File: src/rtl/piccolo_keysched_pkg.sv
// Shared constants, state and version encodings for the Piccolo key scheduler.
package piccolo_keysched_pkg;

  // Round counts per version
  localparam int unsigned R80  = 25;
  localparam int unsigned R128 = 31;

  // Round-constant masks
  localparam logic [31:0] CON80_MASK  = 32'h0f1e2d3c;
  localparam logic [31:0] CON128_MASK = 32'h6547a98b;

  // Version encodings
  localparam logic VER_80  = 1'b0;
  localparam logic VER_128 = 1'b1;

  typedef enum logic [0:0] {
    StIdle,
    StRun
  } state_e;

  function automatic logic [31:0] con_mask(input logic ver);
    return (ver == VER_80) ? CON80_MASK : CON128_MASK;
  endfunction

endpackage

File: src/rtl/piccolo_keysched_con.sv
// Raw Piccolo round constant for round i (unmasked): {c,0,c,00,c,0,c} with c = i+1.
module piccolo_keysched_con (
  input  logic [4:0]  round,
  output logic [31:0] con
);

  logic [4:0] c;

  // Assemble the 32-bit constant pair con_2i|con_2i+1
  always_comb begin
    c   = round + 5'd1;
    con = {c, 5'd0, c, 2'b00, c, 5'd0, c};
  end

endmodule

File: src/rtl/piccolo_keysched.sv
// Sequential Piccolo-80/128 key scheduler: one 32-bit round-key pair per advance.
module piccolo_keysched
  import piccolo_keysched_pkg::*;
(
  input  logic         clk,
  input  logic         reset,
  input  logic         version,
  input  logic [127:0] key_in,
  input  logic         start,
  input  logic         adv,
  output logic         busy,
  output logic         rk_valid,
  output logic [31:0]  rk,
  output logic [4:0]   round_idx,
  output logic [63:0]  wk,
  output logic         done
);

  state_e      state_q;
  logic        version_q;
  logic [15:0] kf_q [8];
  logic [4:0]  round_q;
  logic [2:0]  mod5_q;
  logic [2:0]  idx_q;      // (2i+2) mod 8 for the current round
  logic        busy_q;
  logic        rk_valid_q;
  logic        done_q;
  logic [31:0] rk_q;
  logic [63:0] wk_q;

  logic [15:0] key_w   [8];
  logic [15:0] kf_perm [8];
  logic [15:0] kf_next [8];
  logic [4:0]  i_next;
  logic [4:0]  con_round;
  logic [4:0]  last_round;
  logic [2:0]  mod5_next;
  logic [2:0]  idx_next;
  logic [31:0] con_raw;
  logic [31:0] sel;
  logic [31:0] rk_start;
  logic [31:0] rk_next;
  logic [63:0] wk_start;

  // Round 0 during IDLE (for the start load), next round while running
  assign con_round = (state_q == StRun) ? i_next : 5'd0;

  piccolo_keysched_con u_con (
    .round (con_round),
    .con   (con_raw)
  );

  // Split the big-endian key into 16-bit words and derive whitening keys
  always_comb begin
    key_w[0] = key_in[127:112];
    key_w[1] = key_in[111:96];
    key_w[2] = key_in[95:80];
    key_w[3] = key_in[79:64];
    key_w[4] = key_in[63:48];
    key_w[5] = key_in[47:32];
    key_w[6] = key_in[31:16];
    key_w[7] = key_in[15:0];
    wk_start = {key_w[0][15:8], key_w[1][7:0],
                key_w[1][15:8], key_w[0][7:0],
                key_w[4][15:8], (version == VER_128) ? key_w[7][7:0] : key_w[3][7:0],
                (version == VER_128) ? key_w[7][15:8] : key_w[3][15:8], key_w[4][7:0]};
    // Round 0 selects k2|k3 for both versions
    rk_start = con_raw ^ con_mask(version) ^ {key_w[2], key_w[3]};
  end

  // Next-round key: counters, optional 128-bit word permutation, word selection
  always_comb begin
    i_next     = round_q + 5'd1;
    mod5_next  = (mod5_q == 3'd4) ? 3'd0 : mod5_q + 3'd1;
    idx_next   = idx_q + 3'd2;
    last_round = (version_q == VER_128) ? 5'(R128 - 1) : 5'(R80 - 1);

    kf_perm[0] = kf_q[2];
    kf_perm[1] = kf_q[1];
    kf_perm[2] = kf_q[6];
    kf_perm[3] = kf_q[7];
    kf_perm[4] = kf_q[0];
    kf_perm[5] = kf_q[3];
    kf_perm[6] = kf_q[4];
    kf_perm[7] = kf_q[5];

    // idx_next == 0 exactly when the next round has i mod 4 == 3
    kf_next = kf_q;
    if (version_q == VER_128 && idx_next == 3'd0) begin
      kf_next = kf_perm;
    end

    sel = {kf_q[2], kf_q[3]};
    if (version_q == VER_128) begin
      sel = {kf_next[idx_next], kf_next[idx_next + 3'd1]};
    end else begin
      unique case (mod5_next)
        3'd0, 3'd2: sel = {kf_q[2], kf_q[3]};
        3'd1, 3'd4: sel = {kf_q[0], kf_q[1]};
        3'd3:       sel = {kf_q[4], kf_q[4]};
        default:    sel = {kf_q[2], kf_q[3]};
      endcase
    end

    rk_next = con_raw ^ con_mask(version_q) ^ sel;
  end

  // Control FSM with registered outputs and key/counter state
  always_ff @(posedge clk) begin
    if (reset) begin
      state_q    <= StIdle;
      version_q  <= VER_80;
      round_q    <= 5'd0;
      mod5_q     <= 3'd0;
      idx_q      <= 3'd0;
      busy_q     <= 1'b0;
      rk_valid_q <= 1'b0;
      done_q     <= 1'b0;
      rk_q       <= 32'd0;
      wk_q       <= 64'd0;
      for (int w = 0; w < 8; w++) kf_q[w] <= 16'd0;
    end else begin
      done_q <= 1'b0;
      unique case (state_q)
        StIdle: begin
          if (start) begin
            for (int w = 0; w < 8; w++) kf_q[w] <= key_w[w];
            version_q  <= version;
            wk_q       <= wk_start;
            rk_q       <= rk_start;
            round_q    <= 5'd0;
            mod5_q     <= 3'd0;
            idx_q      <= 3'd2;
            busy_q     <= 1'b1;
            rk_valid_q <= 1'b1;
            state_q    <= StRun;
          end
        end
        StRun: begin
          if (adv) begin
            if (round_q == last_round) begin
              state_q    <= StIdle;
              busy_q     <= 1'b0;
              rk_valid_q <= 1'b0;
              done_q     <= 1'b1;
              round_q    <= 5'd0;
            end else begin
              round_q <= i_next;
              mod5_q  <= mod5_next;
              idx_q   <= idx_next;
              kf_q    <= kf_next;
              rk_q    <= rk_next;
            end
          end
        end
        default: state_q <= StIdle;
      endcase
    end
  end

  assign busy      = busy_q;
  assign rk_valid  = rk_valid_q;
  assign rk        = rk_q;
  assign round_idx = round_q;
  assign wk        = wk_q;
  assign done      = done_q;

endmodule

File: config.mk
export PLATFORM = sky130hd
export DESIGN_NAME = piccolo_keysched
export DESIGN_NICKNAME = d
export VERILOG_FILES = /design/src/rtl/piccolo_keysched_pkg.sv /design/src/rtl/piccolo_keysched_con.sv /design/src/rtl/piccolo_keysched.sv
export SDC_FILE = /design/constraint.sdc
export NUM_CORES = 1
export LEC_CHECK = 0
export ABC_CLOCK_PERIOD_IN_PS = 5000
export BUFFER_PORTS_ARGS = -buffer_cell sky130_fd_sc_hd__buf_2
export CAP_MARGIN = 25
export CORE_ASPECT_RATIO = 0.9
export CORE_MARGIN = 2
export CORE_UTILIZATION = 55
export DETAILED_ROUTE_END_ITERATION = 10
export GPL_TIMING_DRIVEN = 0
export PLACE_DENSITY = 0.78
export SETUP_SLACK_MARGIN = 0.05
export SYNTH_ARGS = -nofsm -noshare
export SYNTH_HDL_FRONTEND = slang
export SYNTH_HIERARCHICAL = 1
export SYNTH_SLANG_ARGS = --single-unit
File: constraint.sdc
create_clock -name clk -period 5 [get_ports clk]
set_input_delay 0.25 -clock clk [delete_from_list [all_inputs] [get_ports clk]]
set_output_delay 0.25 -clock clk [all_outputs]
set_load 0.02 [all_outputs]
== Yosys cells after proc, flatten, opt, wreduce, memory -nomap -nowiden ==
Cells that the tools add are included.

* Logic and storage cells: 94
* Flip-flop bits (word level): 239

* Magnitude comparators: 2
* Reductions and logical operators: 8
* Equality and inequality tests: 9
* Mux-type cells: 45
* $add $sub $neg: 5
* Bitwise gates (word level): 8

{| class="wikitable"
|+ Operators with widths
! kind !! count
|-
| $mux W128 || 4
|-
| $pmux W128 S2 || 1
|-
| $mux W32 || 4
|-
| $pmux W32 S2 || 2
|-
| $bmux W16 S3 || 2
|-
| $mux W16 || 4
|-
| $xor A32 B31 Y32 || 2
|-
| $xor A32 B32 Y32 || 2
|-
| $mux W31 || 2
|-
| $mux W3 || 8
|-
| $mux W5 || 4
|-
| $mux W8 || 2
|-
| $pmux W3 S2 || 2
|-
| $add A5 B1 Y5 const B || 2
|-
| $pmux W5 S2 || 1
|-
| $ge A4 B4 Y1 const B || 2
|-
| $not A3 Y4 || 2
|-
| $mux W1 || 7
|-
| $add A3 B1 Y3 const B || 2
|-
| $eq A3 B3 Y1 const B || 2
|-
| $ne A2 B2 Y1 const B || 3
|-
| $reduce_and A3 Y1 || 2
|-
| $eq A5 B5 Y1 || 1
|-
| $pmux W1 S2 || 2
|-
| 10 further kinds || 12
|}

== Logic depth before layout (Yosys ltp) ==
* Depth in word-level cells: 12
* Gate-level depth with buffers: 13
* Mapped depth without buffers: 10

== Hierarchy ==
Netlist, hierarchy kept.

{| class="wikitable"
|+ Modules (own cells, without submodules)
! module !! area an instance (sq um) !! cells an instance !! seq. area each (sq um) !! times used
|-
| piccolo_keysched || 14301.2 || 1919 || 4764.6 || 1
|-
| piccolo_keysched_con || 259.0 || 35 || 0.0 || 1
|}

== Least setup slack after synthesis ==
OpenSTA, ideal clock, no wires.

* Path kind: reg-to-reg
* From: register state_q
* To: register rk_q[29] (netlist: rk[29])
* Path slack: 2248 ps
* Buffers on the path: 5
* Setup time: 119 ps
* Cell stages (with the launch flop): 14
* Arrival: 2633 ps
* Cells stage by stage: dfxtp_1 -> clkbuf_1 -> clkbuf_1 -> buf_1 -> clkbuf_1 -> and2_1 -> ha_1 -> xor2_1 -> buf_4 -> xor2_1 -> xnor2_1 -> o21ai_0 -> nand2_1 -> o21ai_1

* Cells in the longest elaborated chain, start to end: 7

{| class="wikitable"
|+ RTL lines
! item !! line !! source
|-
| start, declared || piccolo_keysched.sv:19 || <nowiki>state_e state_q;</nowiki>
|-
| start signal, assigned || piccolo_keysched.sv:111 || <nowiki>state_q <= StIdle;</nowiki>
|-
| start signal, assigned || piccolo_keysched.sv:136 || <nowiki>state_q <= StRun;</nowiki>
|-
| start signal, assigned || piccolo_keysched.sv:142 || <nowiki>state_q <= StIdle;</nowiki>
|-
| $mux W5 * || piccolo_keysched.sv:46 || <nowiki>assign con_round = (state_q == StRun) ? i_next : 5'd0;</nowiki>
|-
| via con_round[1] || piccolo_keysched.sv:35 || <nowiki>logic [4:0] con_round;</nowiki>
|-
| $add A5 B1 Y5 * || piccolo_keysched_con.sv:11 || <nowiki>c = round + 5'd1;</nowiki>
|-
| via con_raw[2] || piccolo_keysched.sv:39 || <nowiki>logic [31:0] con_raw;</nowiki>
|-
| $xor A32 B31 Y32 || piccolo_keysched.sv:105 || <nowiki>rk_next = con_raw ^ con_mask(version_q) ^ sel;</nowiki>
|-
| $xor A32 B32 Y32 || piccolo_keysched.sv:105 ||
|-
| $mux W32 || piccolo_keysched.sv:141 || <nowiki>if (round_q == last_round) begin</nowiki>
|-
| $mux W32 || piccolo_keysched.sv:140 || <nowiki>if (adv) begin</nowiki>
|-
| $pmux W32 S2 * || piccolo_keysched.sv:124 || <nowiki>unique case (state_q)</nowiki>
|-
| end signal, assigned || piccolo_keysched.sv:130 || <nowiki>rk_q <= rk_start;</nowiki>
|-
| end signal, assigned || piccolo_keysched.sv:152 || <nowiki>rk_q <= rk_next;</nowiki>
|-
| end, declared || piccolo_keysched.sv:28 || <nowiki>logic [31:0] rk_q;</nowiki>
|}

The timed path passes the listed nets; every way through them passes the cells marked *. The select of a mux whose other input is x is not followed.
A chain may end at the register's enable or synchronous reset.

== Final worst setup path ==
* From: register state_q
* To: register rk_q[20] (netlist: rk[20])

The elaborated chain is that of the path after synthesis.

==> impl_metrics.toml <==
[status]
status = "complete, but fails checks"
violations = "negative hold slack"

[clock_tree]
clkLatencyLatePin_ns = 0.58
root_buffer = "clkbuf_16"
cts.path.max_buffers = 3
htreeDepth = 1
cts_sinks = 238
cts_tree = "yes"
numCtsBuffers = 26
clkTransAtPathRegs_ns = 0.08
cts_resized = 0

[drt]
vias_per_cell = 7.19
post-route-drc-count = 0
dr.pass1.iters = 7
route.antenna.remaining_nets = 0
dr_total_vias = 19000
routed_wl_um = 82200
wl_per_cell_um = 31.1
drtIter0Drc = 3277

[power]
p_sw_mw = 2.09
p_per_area_nw_per_um2 = 328
pwr-share-seq_pct = 39.2
peakVddDrop_mv = 0.297
clkPwrFrac_pct = 36.1
power.internal_mw = 3.70
total_power_mw = 5.79
p_comb_share_pct = 24.7
switching_share_pct = 36.1
leakage_nw = 6.68

[placement]
dp_hpwl_um = 58100
dp.cells = 2547
place_congestion = 1.18
portBuffers = 234
placed_area_um2 = 16200

[sta]
skew_ns = 0.0246
worst_hold_slack_ns = -0.00396
finalSetupTns_ns = 0
hold_viol = 2
period_minus_slack_ns = 4.66
max_slew_margin_pct = 22.0
worst_pin_slew_ns = 1.17
setup_viol = 0
rsz0062_at_grt = "false"
slew_violations = 0
fmax_mhz = 214
post-route-period-util_pct = 93.3

[global_route]
grt_first_pass_wirelength_um = 115000
first_global_vias = 17600
grt_use_total_pct = 56.8
grt_max_degree = 14
grt_antenna_before_repair = 2
overflow = 0

[setup_path]
crit_type = "register to register"
cp-end-kind = "register"
ff2ff_setup_slack_ns = 0.34
r2r-start = "state_q"
crit_fanout = 10
worstPathArrival_ns = 5.09
startpoint_type = "register"
r2r_cells = 13
rr_endpoint = "rk[20]"
cp.required_ns = 5.42

[synth]
yosysMostFrequentCell = "nand2_1"
ys_async_sr_fraction_pct = 0
yosysTopAreaCellShare_pct = 32.7
ys_ff_latch = 238
ys_warn_count = 6
syn_area_per_cell_um2 = 7.45
ys_types = 73
synth_area_um2 = 14600
yosysTopAreaCell = "dfxtp_1"
synth_edf_count = 0
synth-main-ff-cell = "dfxtp_1"
ys_seq_area_share_pct = 32.7
yosys-top-cells-area = "dfxtp_1 (33%), nand2_1 (11%), a21oi_1 (7.6%)"
synth.top_cells.by_count = "nand2_1 (438), dfxtp_1 (238), a21oi_1 (221)"
synthCells = 1954

[min_path]
holdPathEnd = "kf_perm[3]"
whs_path_depth = 3
worstHoldStart = "key_in[35]"
hp-class = "input port to register"

[die]
die_h_um = 158
io_pins = 237
rows = 56
die-area_um2 = 27800
die_x_um = 176
core_area_um2 = 26100
initial_core_util_pct = 55.9

[cells_and_area]
regArea_um2 = 4760
drive_gt1_share_pct = 18.4
syn_to_final_growth_pct = 21.2
stdcell_count = 2647
layout.nets = 2418
post-route-cell-area_um2 = 17600
multiInputGateArea_um2 = 8740
n_fill_cell = 2131

[flow_run]
maxCapViolations = 0
[worst max-delay path by stage]
stage	from	to	slack (ns)	depth (start not counted)
after global placement	state_q	rk[30]	0.86	13
after global routing	state_q	rk[20]	0.29	13
after CTS	state_q	rk[21]	0.74	12
final	state_q	rk[20]	0.34	13
after detailed placement	state_q	rk[20]	0.78	13
after floorplan	state_q	rk[29]	2.25	13
[registers in the layout, summed over array words and instances (netlist names)]
name       count
done           1
idx_q          2
kf_perm      128
mod5_q         3
rk            32
rk_valid       1
round_idx      5
state_q        1
version_q      1
wk            64
[critical path, stage by stage, from the launching register on]
cell and delay, ns:
dfxtp_1 0.33, clkbuf_1 0.37, clkbuf_1 0.59, buf_1 0.59, clkbuf_1 0.55, and2_1 0.28, nand3_1 0.11, xnor2_1 0.77
buf_4 0.27, xnor2_1 0.15, xnor2_1 0.15, nand2_1 0.07, o211ai_1 0.13, o211ai_1 0.12
[power by group through the flow]
stage                     clock network [mW]  logic, mW  registers (mW)
after floorplan                            0      0.724            2.26
after global placement                     0       1.25            2.27
after detailed placement                   0       1.28            2.28
after CTS                               2.04       1.32            2.24
after global routing                    2.12       1.47            2.26
final                                   2.09       1.43            2.27
[cell type report]
type                    instances  share of cell area, %
multi-input cells            1493                   49.5
flip-flops and latches        238                   27.0
repair buffers                287                   9.71
plain buffers                 211                   5.75
clock buffers                  34                   4.14
well taps                     348                   2.47
clock inverters                12                  0.901
inverters                      23                  0.489
diodes                          1                 0.0142
[per-layer routing]
layer / share of wire [%] / routed length (um) / GRT usage [%] / up-vias
met5: 0 / 0 / 0 / -
met4: 9.8 / 8070 / 44.6 / 0
met3: 16 / 13200 / 23.1 / 560
met2: 40 / 33000 / 83.0 / 1989
met1: 34 / 27900 / 66.1 / 8831
li1: - / - / - / 7661
[stage by stage]
stage | util [%] | hold WS [ns] | setup WS (ns)
after floorplan | - | 0.360 | 2.25
after global placement | 62.2 | 0.440 | 0.855
after CTS | 67.5 | 0.00444 | 0.742
after global routing | 67.7 | 0.00555 | 0.285
after detailed placement | 62.2 | 0.444 | 0.782
final | 67.7 | -0.00396 | 0.337
[cell families (layout without fill, tap and decap cells)]
logic type | after synthesis | in the layout | share of synthesized area [%]
simple gates | 742 | 742 | 22.0
other cells | 1 | 13 | 0.0258
flops | 238 | 238 | 32.7
compound gates | 604 | 604 | 28.4
fa+ha+maj | 5 | 5 | 0.430
mux | 92 | 92 | 6.57
xor+xnor | 38 | 38 | 2.34
buf+inv | 234 | 567 | 7.56
[what timing repair did]
action	CTS	global route
buffers inserted	0	0
hold buffers	50	0
endpoints found under the hold margin	63	0
[cells in the final DEF, fill, tap and decap left out, types with 22 or more instances in the layout]
master           n
nand3_1        125
buf_1           22
a21oi_1        221
mux2i_1         68
buf_2          277
dlygate4sd3_1   50
clkbuf_16       26
xnor2_1         24
o21ai_0         32
o221ai_1        26
nor2_1          81
o211ai_1       123
inv_1           23
nand2_1        438
clkbuf_1       107
buf_4           39
a211oi_1        55
dfxtp_1        238
Note: power is estimated with default switching activity, not from simulation.
